`config.mk`:
```
export PLATFORM = sky130hd
export DESIGN_NAME = instruction_fetch
export DESIGN_NICKNAME = d
export VERILOG_FILES = /design/src/rtl/instruction_fetch.sv
export SDC_FILE = /design/constraint.sdc
export NUM_CORES = 1
export LEC_CHECK = 0
export BUFFER_PORTS_ARGS = -buffer_cell sky130_fd_sc_hd__buf_2
export CAP_MARGIN = 10
export CELL_PAD_IN_SITES_DETAIL_PLACEMENT = 1
export CELL_PAD_IN_SITES_GLOBAL_PLACEMENT = 2
export CORE_ASPECT_RATIO = 1.75
export CORE_MARGIN = 2
export CORE_UTILIZATION = 39
export DETAILED_ROUTE_END_ITERATION = 8
export PLACE_DENSITY_LB_ADDON = 0.25
export RECOVER_POWER = 50
export SYNTH_ARGS = -nofsm -noshare
export SYNTH_HDL_FRONTEND = slang
export SYNTH_SLANG_ARGS = --single-unit
```
`constraint.sdc`:
```
create_clock -name clk -period 3.3 [get_ports clk]
set_clock_uncertainty 0.1 [all_clocks]
set_input_delay 0 -clock clk [delete_from_list [all_inputs] [get_ports clk]]
set_output_delay 0 -clock clk [all_outputs]
set_load 0.01 [all_outputs]
```
`src/rtl/instruction_fetch.sv`:
```
// Instruction fetch: owns the PC, prefetches program bytes into a FIFO.
// Optional stall counter enabled by defining FETCH_PERF_EN.
module instruction_fetch #(
    parameter int ADDR_W = 8,
    parameter int DEPTH  = 4
) (
    input  logic              clk,
    input  logic              rst,
    output logic [ADDR_W-1:0] memAddr,
    output logic              memReq,
    input  logic              memAck,
    input  logic [7:0]        memRdata,
    output logic [7:0]        instr,
    output logic              instrValid,
    input  logic              instrTake,
    input  logic              jumpEn,
    input  logic [ADDR_W-1:0] jumpAddr
`ifdef FETCH_PERF_EN
    ,
    output logic [15:0]       stallCnt
`endif
);

    localparam int PW = $clog2(DEPTH);
    localparam int CW = PW + 1;

    typedef enum logic {
        S_IDLE,
        S_WAIT
    } state_t;

    state_t            state;
    state_t            stateNext;
    logic [ADDR_W-1:0] pc;
    logic [ADDR_W-1:0] jumpHold;
    logic              discard;
    logic [7:0]        fifo [DEPTH];
    logic [PW-1:0]     wrPtr;
    logic [PW-1:0]     rdPtr;
    logic [CW-1:0]     count;
    logic              canIssue;
    logic              push;
    logic              take;

    assign canIssue   = count < CW'(DEPTH);
    assign push       = (state == S_WAIT) && memAck
                        && !discard && !jumpEn;
    assign instrValid = count != '0;
    assign take       = instrTake && instrValid && !jumpEn;
    assign instr      = instrValid ? fifo[rdPtr] : 8'h00;

    // State register
    always_ff @(posedge clk or negedge rst) begin
        if (!rst) state <= S_IDLE;
        else      state <= stateNext;
    end

    // Next state: issue only with a free slot, one request in flight
    always_comb begin
        stateNext = state;
        unique case (state)
            S_IDLE: if (!jumpEn && canIssue) stateNext = S_WAIT;
            S_WAIT: if (memAck) stateNext = S_IDLE;
        endcase
    end

    // Outputs: request is Moore, address is the PC frozen during WAIT
    always_comb begin
        memReq  = (state == S_WAIT);
        memAddr = pc;
    end

    // PC and pending-jump bookkeeping
    always_ff @(posedge clk or negedge rst) begin
        if (!rst) begin
            pc       <= '0;
            jumpHold <= '0;
            discard  <= 1'b0;
        end else begin
            unique case (state)
                S_IDLE: begin
                    if (jumpEn) pc <= jumpAddr;
                end
                S_WAIT: begin
                    if (memAck) begin
                        discard <= 1'b0;
                        if (jumpEn)       pc <= jumpAddr;
                        else if (discard) pc <= jumpHold;
                        else              pc <= pc + ADDR_W'(1);
                    end else if (jumpEn) begin
                        jumpHold <= jumpAddr;
                        discard  <= 1'b1;
                    end
                end
            endcase
        end
    end

    // FIFO pointers and occupancy; a jump flushes everything
    always_ff @(posedge clk or negedge rst) begin
        if (!rst) begin
            wrPtr <= '0;
            rdPtr <= '0;
            count <= '0;
        end else if (jumpEn) begin
            wrPtr <= '0;
            rdPtr <= '0;
            count <= '0;
        end else begin
            if (push) wrPtr <= wrPtr + PW'(1);
            if (take) rdPtr <= rdPtr + PW'(1);
            count <= count + CW'(push) - CW'(take);
        end
    end

    // FIFO storage, no reset needed since count gates the output
    always_ff @(posedge clk) begin
        if (push) fifo[wrPtr] <= memRdata;
    end

`ifdef FETCH_PERF_EN
    // Saturating count of cycles with nothing for decode
    always_ff @(posedge clk or negedge rst) begin
        if (!rst)
            stallCnt <= '0;
        else if (!instrValid && stallCnt != 16'hFFFF)
            stallCnt <= stallCnt + 16'd1;
    end
`endif

endmodule
```
Word-level counts from Yosys, hierarchy flattened
Memories as Yosys holds them, arrays and structs flattened.
Cells that the tools add are included.
- add/sub/neg operators: 5
- order comparisons: 1
- equal/unequal tests: 2
- mux-type cells: 18
- bitwise logic cells: 2
- reduce and logical (&&, ||, !) cells: 15
- operator list (cell ; number):
    8-bit 2-to-1 mux ; 5
    8-bit case mux with 2 select lines ; 1
    8-bit by 1-bit adder with 8-bit output (second input constant) ; 1
    2-bit 2-to-1 mux ; 4
    1-bit logical AND ; 6
    1-bit 2-to-1 mux ; 6
    2-bit nonzero test ; 3
    2-bit by 1-bit adder with 2-bit output (second input constant) ; 2
    2-bit != test (second input constant) ; 2
    2-bit AND reduction ; 2
    3-bit by 1-bit adder with 3-bit output ; 1
    3-bit less-than comparator (second input constant) ; 1
    3-bit 2-to-1 mux ; 1
    3-bit AND reduction ; 1
    3-bit nonzero test ; 1
    3-bit by 1-bit subtractor with 3-bit output ; 1
    1-bit zero test ; 2
    1-bit inverter ; 2
    1-bit case mux with 2 select lines ; 1
- bits in registers: 25
- memory bits (writable): 32
- bits of input ports: 21
- output and inout bits: 18
- logic and storage cells: 51
- memories kept: 1
- memory list (memory ; words ; bits a word ; read ports ; clocked after memory_dff ; write ports ; RTL line ; source):
    fifo ; 4 ; 8 ; 1 ; 0 ; 1 ; 37 ; logic [7:0] fifo [DEPTH];

Depth between registers and ports, before layout
- word-level depth: 6
- depth in mapped cells: 11
- mapped depth without buffers: 10

Least setup slack after synthesis
Ideal clock, no wire load.
- path type: register -> register
- start: register count[1]
- end: register count[2]
- library setup time: 0.121 ns
- arrival time: 2.137 ns
- slack: 0.941 ns
- cell stages (with the launch flop): 12
- clock period less this slack: 2.359 ns
- path through: dfrtp_1 -> or3_1 -> buf_2 -> nand2_1 -> nor2_1 -> ha_1 -> inv_1 -> ha_1 -> inv_1 -> fa_1 -> xnor2_1 -> nor2_1
- word-level cells in the longest chain between the ends: 5
- elaborated cells between the ends (all ways): 6
- those cells by class: 2 x add/sub; 1 x mux; 3 x reduce/logical
- RTL lines (element ; RTL line ; source):
    start, declared ; 40 ; logic [CW-1:0] count;
    start signal, assigned ; 112 ; count <= count + CW'(push) - CW'(take);
    3-bit nonzero test ; 48 ; assign instrValid = count != '0;
    named net instrValid ; 14 ; output logic instrValid,
    1-bit logical AND (2 in a row) ; 49 ; assign take = instrTake && instrValid && !jumpEn;
    3-bit by 1-bit subtractor with 3-bit output ; 112 ;
    3-bit 2-to-1 mux ; 105 ; end else if (jumpEn) begin
The timed path passes the listed nets, and every way through them passes these cells.
A chain may end at the register's enable or synchronous reset.

Final worst setup path
- start: register count[1]
- end: register count[2]
- word-level cells in the longest chain between the ends: 5
- elaborated cells between the ends (all ways): 6
- those cells by class: 2 x add/sub; 1 x mux; 3 x reduce/logical
- RTL lines (element ; RTL line):
    parallel branches: the longest is 3 deep, another holds 3-bit by 1-bit adder with 3-bit output ; --
    3-bit by 1-bit subtractor with 3-bit output (*) ; 112
    3-bit 2-to-1 mux (*) ; 105
Every way passes the cells marked *.

==> flow_metrics.env <==
export IMPL_dr_pass1_iters=4
export IMPL_via_per_inst=5.16
export IMPL_nets=277
export IMPL_cts_sinks=57
export IMPL_place_area_um2=2850
export IMPL_cp_end_kind="flip-flop"
export IMPL_arrival_ns=2.63
export IMPL_numCtsBuffers=9
export IMPL_ioPinCount=39
export IMPL_final_setup_viol_count=0
export IMPL_antenna_cells=0
export IMPL_power_leakage_nw=1.31
export IMPL_synth_edf_count=32
export IMPL_die_w_um=65.5
export IMPL_cts_setup_buffers=0
export IMPL_syn_mean_instance_area_um2=13.9
export IMPL_ant_nets=0
export IMPL_synth_most_common_cell="edfxtp_1"
export IMPL_synth_distinct_cells=36
export IMPL_period_share_pct=76.8
export IMPL_cp_buffers_inverters=2
export IMPL_clock_latency_ns=0.32
export IMPL_synth_area_leaders="edfxtp_1 37%, dfrtp_1 24%, mux4_2 7.0%, mux2_1 3.5%, ha_1 3.4%"
export IMPL_synth_top_area_share_pct=37.2
export IMPL_grt_use_total_pct=17.8
export IMPL_h_tree_depth=3
export IMPL_cts_resized=0
export IMPL_n_fill_cell=669
export IMPL_status="completed"
export IMPL_async_flop_share_pct=43.9
export IMPL_numPortBuffers=38
export IMPL_worst_pin_slew_ns=1.40
export IMPL_finalSetupTns_ns=0
export IMPL_synth_warnings=0
export IMPL_drc=0
export IMPL_yosysSeqAreaShare_pct=61.4
export IMPL_peakVddDrop_v=0.000378
export IMPL_dp_hpwl_um=4110
export IMPL_fin_cells=335
export IMPL_finalHoldViolations=0
export IMPL_cts_root_buffer="clkbuf_16"
export IMPL_rsz0062_at_grt="no"
export IMPL_placed_cells_incl_taps=300
export IMPL_ys_flop_type="edfxtp_1"
export IMPL_grt_pass1_vias=1902
export IMPL_netlist_instances=186
export IMPL_core_um2=6490
export IMPL_routed_via_count=1729
export IMPL_worst_ep_required_time_ns=3.39
export IMPL_slew_viol_final=0
export IMPL_initial_core_util_pct=39.8
export IMPL_place_congestion=0.703
export IMPL_grt_first_pass_wirelength_um=9380
export IMPL_path_cells="or3_1 -> nand2_1 -> nor2_1 -> ha_1 -> inv_1 -> ha_1 -> inv_1 -> fa_1 -> xnor2_1 -> nor2_1"
export IMPL_yosys_top_cells_count="32 x edfxtp_1, 25 x dfrtp_1, 12 x and2_1, 11 x nor2_1"
export IMPL_postCtsHoldBufs=19
export IMPL_cts_root_to_sink_buffers=2
export IMPL_antenna_found_initial=0
export IMPL_wl_per_cell_um=17.2
export IMPL_synth_area_leader_cell="edfxtp_1"
export IMPL_maxCapViolCount=0
export IMPL_grt_max_degree=26
export IMPL_clk_pin_slew_worst_paths_ns=0.05
export IMPL_dieArea_um2=7320
export IMPL_post_route_min_period_ns=2.54
export IMPL_drive_gt1_share_pct=19.4
export IMPL_rows=39
export IMPL_chipHeight_um=112
export IMPL_slowest_delay_ns=0.55
export IMPL_area_growth_syn_to_layout_pct=28.3
export IMPL_critPathKind="flip-flop to flip-flop"
export IMPL_syn_nets=215
export IMPL_syn_area_um2=2580
export IMPL_crit_path_max_fanout=11
export IMPL_power_density_nw_per_um2=808
export IMPL_crit_slowest_cell="or3_1"
export IMPL_hp_class="primary input to flip-flop"
export IMPL_fmax_ghz=0.394
export IMPL_p_total_w=0.00268
export IMPL_critPathTopFamily="simple AND/OR/NAND/NOR gates"
export IMPL_wl_um=5770
export IMPL_cts_tree="built"
export IMPL_crit_path_start_kind="flip-flop"
export IMPL_overflow=0
export IMPL_stdcell_area_um2=3320
export IMPL_drt_first_iter_violations=44
export IMPL_slew_headroom_pct=6.96
export IMPL_synth_seq_cells=57
cells in the final DEF, fill, tap and decap left out, types with 2 or more instances in the layout:
master,instances
xnor2_1,4
mux2i_1,3
nand3_1,8
and3_1,4
clkbuf_1,19
mux2_1,8
o21ai_1,3
o22ai_1,4
dlygate4sd3_1,19
inv_1,6
edfxtp_1,32
o21ai_0,5
clkinvlp_4,2
dfrtp_1,25
clkbuf_16,9
and2_1,12
nand2_1,7
mux4_2,8
nor2b_1,2
a21oi_1,6
ha_1,7
a221o_1,2
buf_2,21
xor2_1,7
clkinv_2,2
nor2_1,11
metrics by stage:
stage	hold slack [ns]	util (%)	worst slack, ns
finish	0.00615	51.1	0.764
detailed placement	-0.0608	44.0	0.725
floorplan	-0.396	-	0.941
global placement	-0.0677	44.0	0.787
CTS	0.00364	51.5	0.714
global route	0.0225	51.1	0.586
final cells by class:
cell class	instances	area (um^2)	area share [%]
Inverter	7	26.3	0.792
Multi-Input combinational cell	114	933	28.1
Clock inverter	5	55.1	1.66
Timing Repair Buffer	59	370	11.2
Tap cell	82	103	3.09
Sequential cell	57	1590	47.8
Clock buffer	11	243	7.32
kinds of logic after synthesis:
family	Yosys count	synth area share [%]
DFF	57	61.4
AOI/OAI and AO/OA	27	6.63
muxes	19	11.6
adders and majority gates	8	4.16
buffers and inverters	15	2.52
xor gates and xnor gates	11	3.73
and+or+nand+nor	49	9.97
worst paths after layout:
kind | to | from | depth (start not counted) | slack [ns]
setup / recovery | count[2] | count[1] | 10 | 0.76
hold / removal | rdPtr[0] | jumpEn | 2 | 0.006
setup reg to reg | count[2] | count[1] | 10 | 0.76
hold reg to reg | jumpHold[0] | jumpHold[0] | 1 | 0.39
max in group asynchronous | count[1] | rst | 2 | 1.85
min in group asynchronous | memAddr[4] | rst | 2 | 0.43
power by group:
group | total (W) | internal [W] | switching (W)
Clock | 0.000902 | 0.000600 | 0.000302
Combinational | 0.000733 | 0.000353 | 0.000380
Sequential | 0.00104 | 0.000893 | 0.000152
worst reg2reg max path, cell delays in order (launching register included):
cell and delay (ns):
dfrtp_1 0.42, or3_1 0.55, nand2_1 0.17, nor2_1 0.05, ha_1 0.30, inv_1 0.05, ha_1 0.13, inv_1 0.05
fa_1 0.37, xnor2_1 0.18, nor2_1 0.05
registers in the layout (all words and copies together), names as in the netlist:
register / cells
rdPtr: 2
wrPtr: 2
memReq: 1
fifo: 32
memAddr: 8
discard: 1
count: 3
jumpHold: 8
per-layer routing:
layer	routed length [um]	track usage, %
met1	1990	17.7
met2	3480	33.7
met3	214	4.95
met4	87	6.67
met5	0	0
No activity file was read; power rests on OpenSTA's default activity.
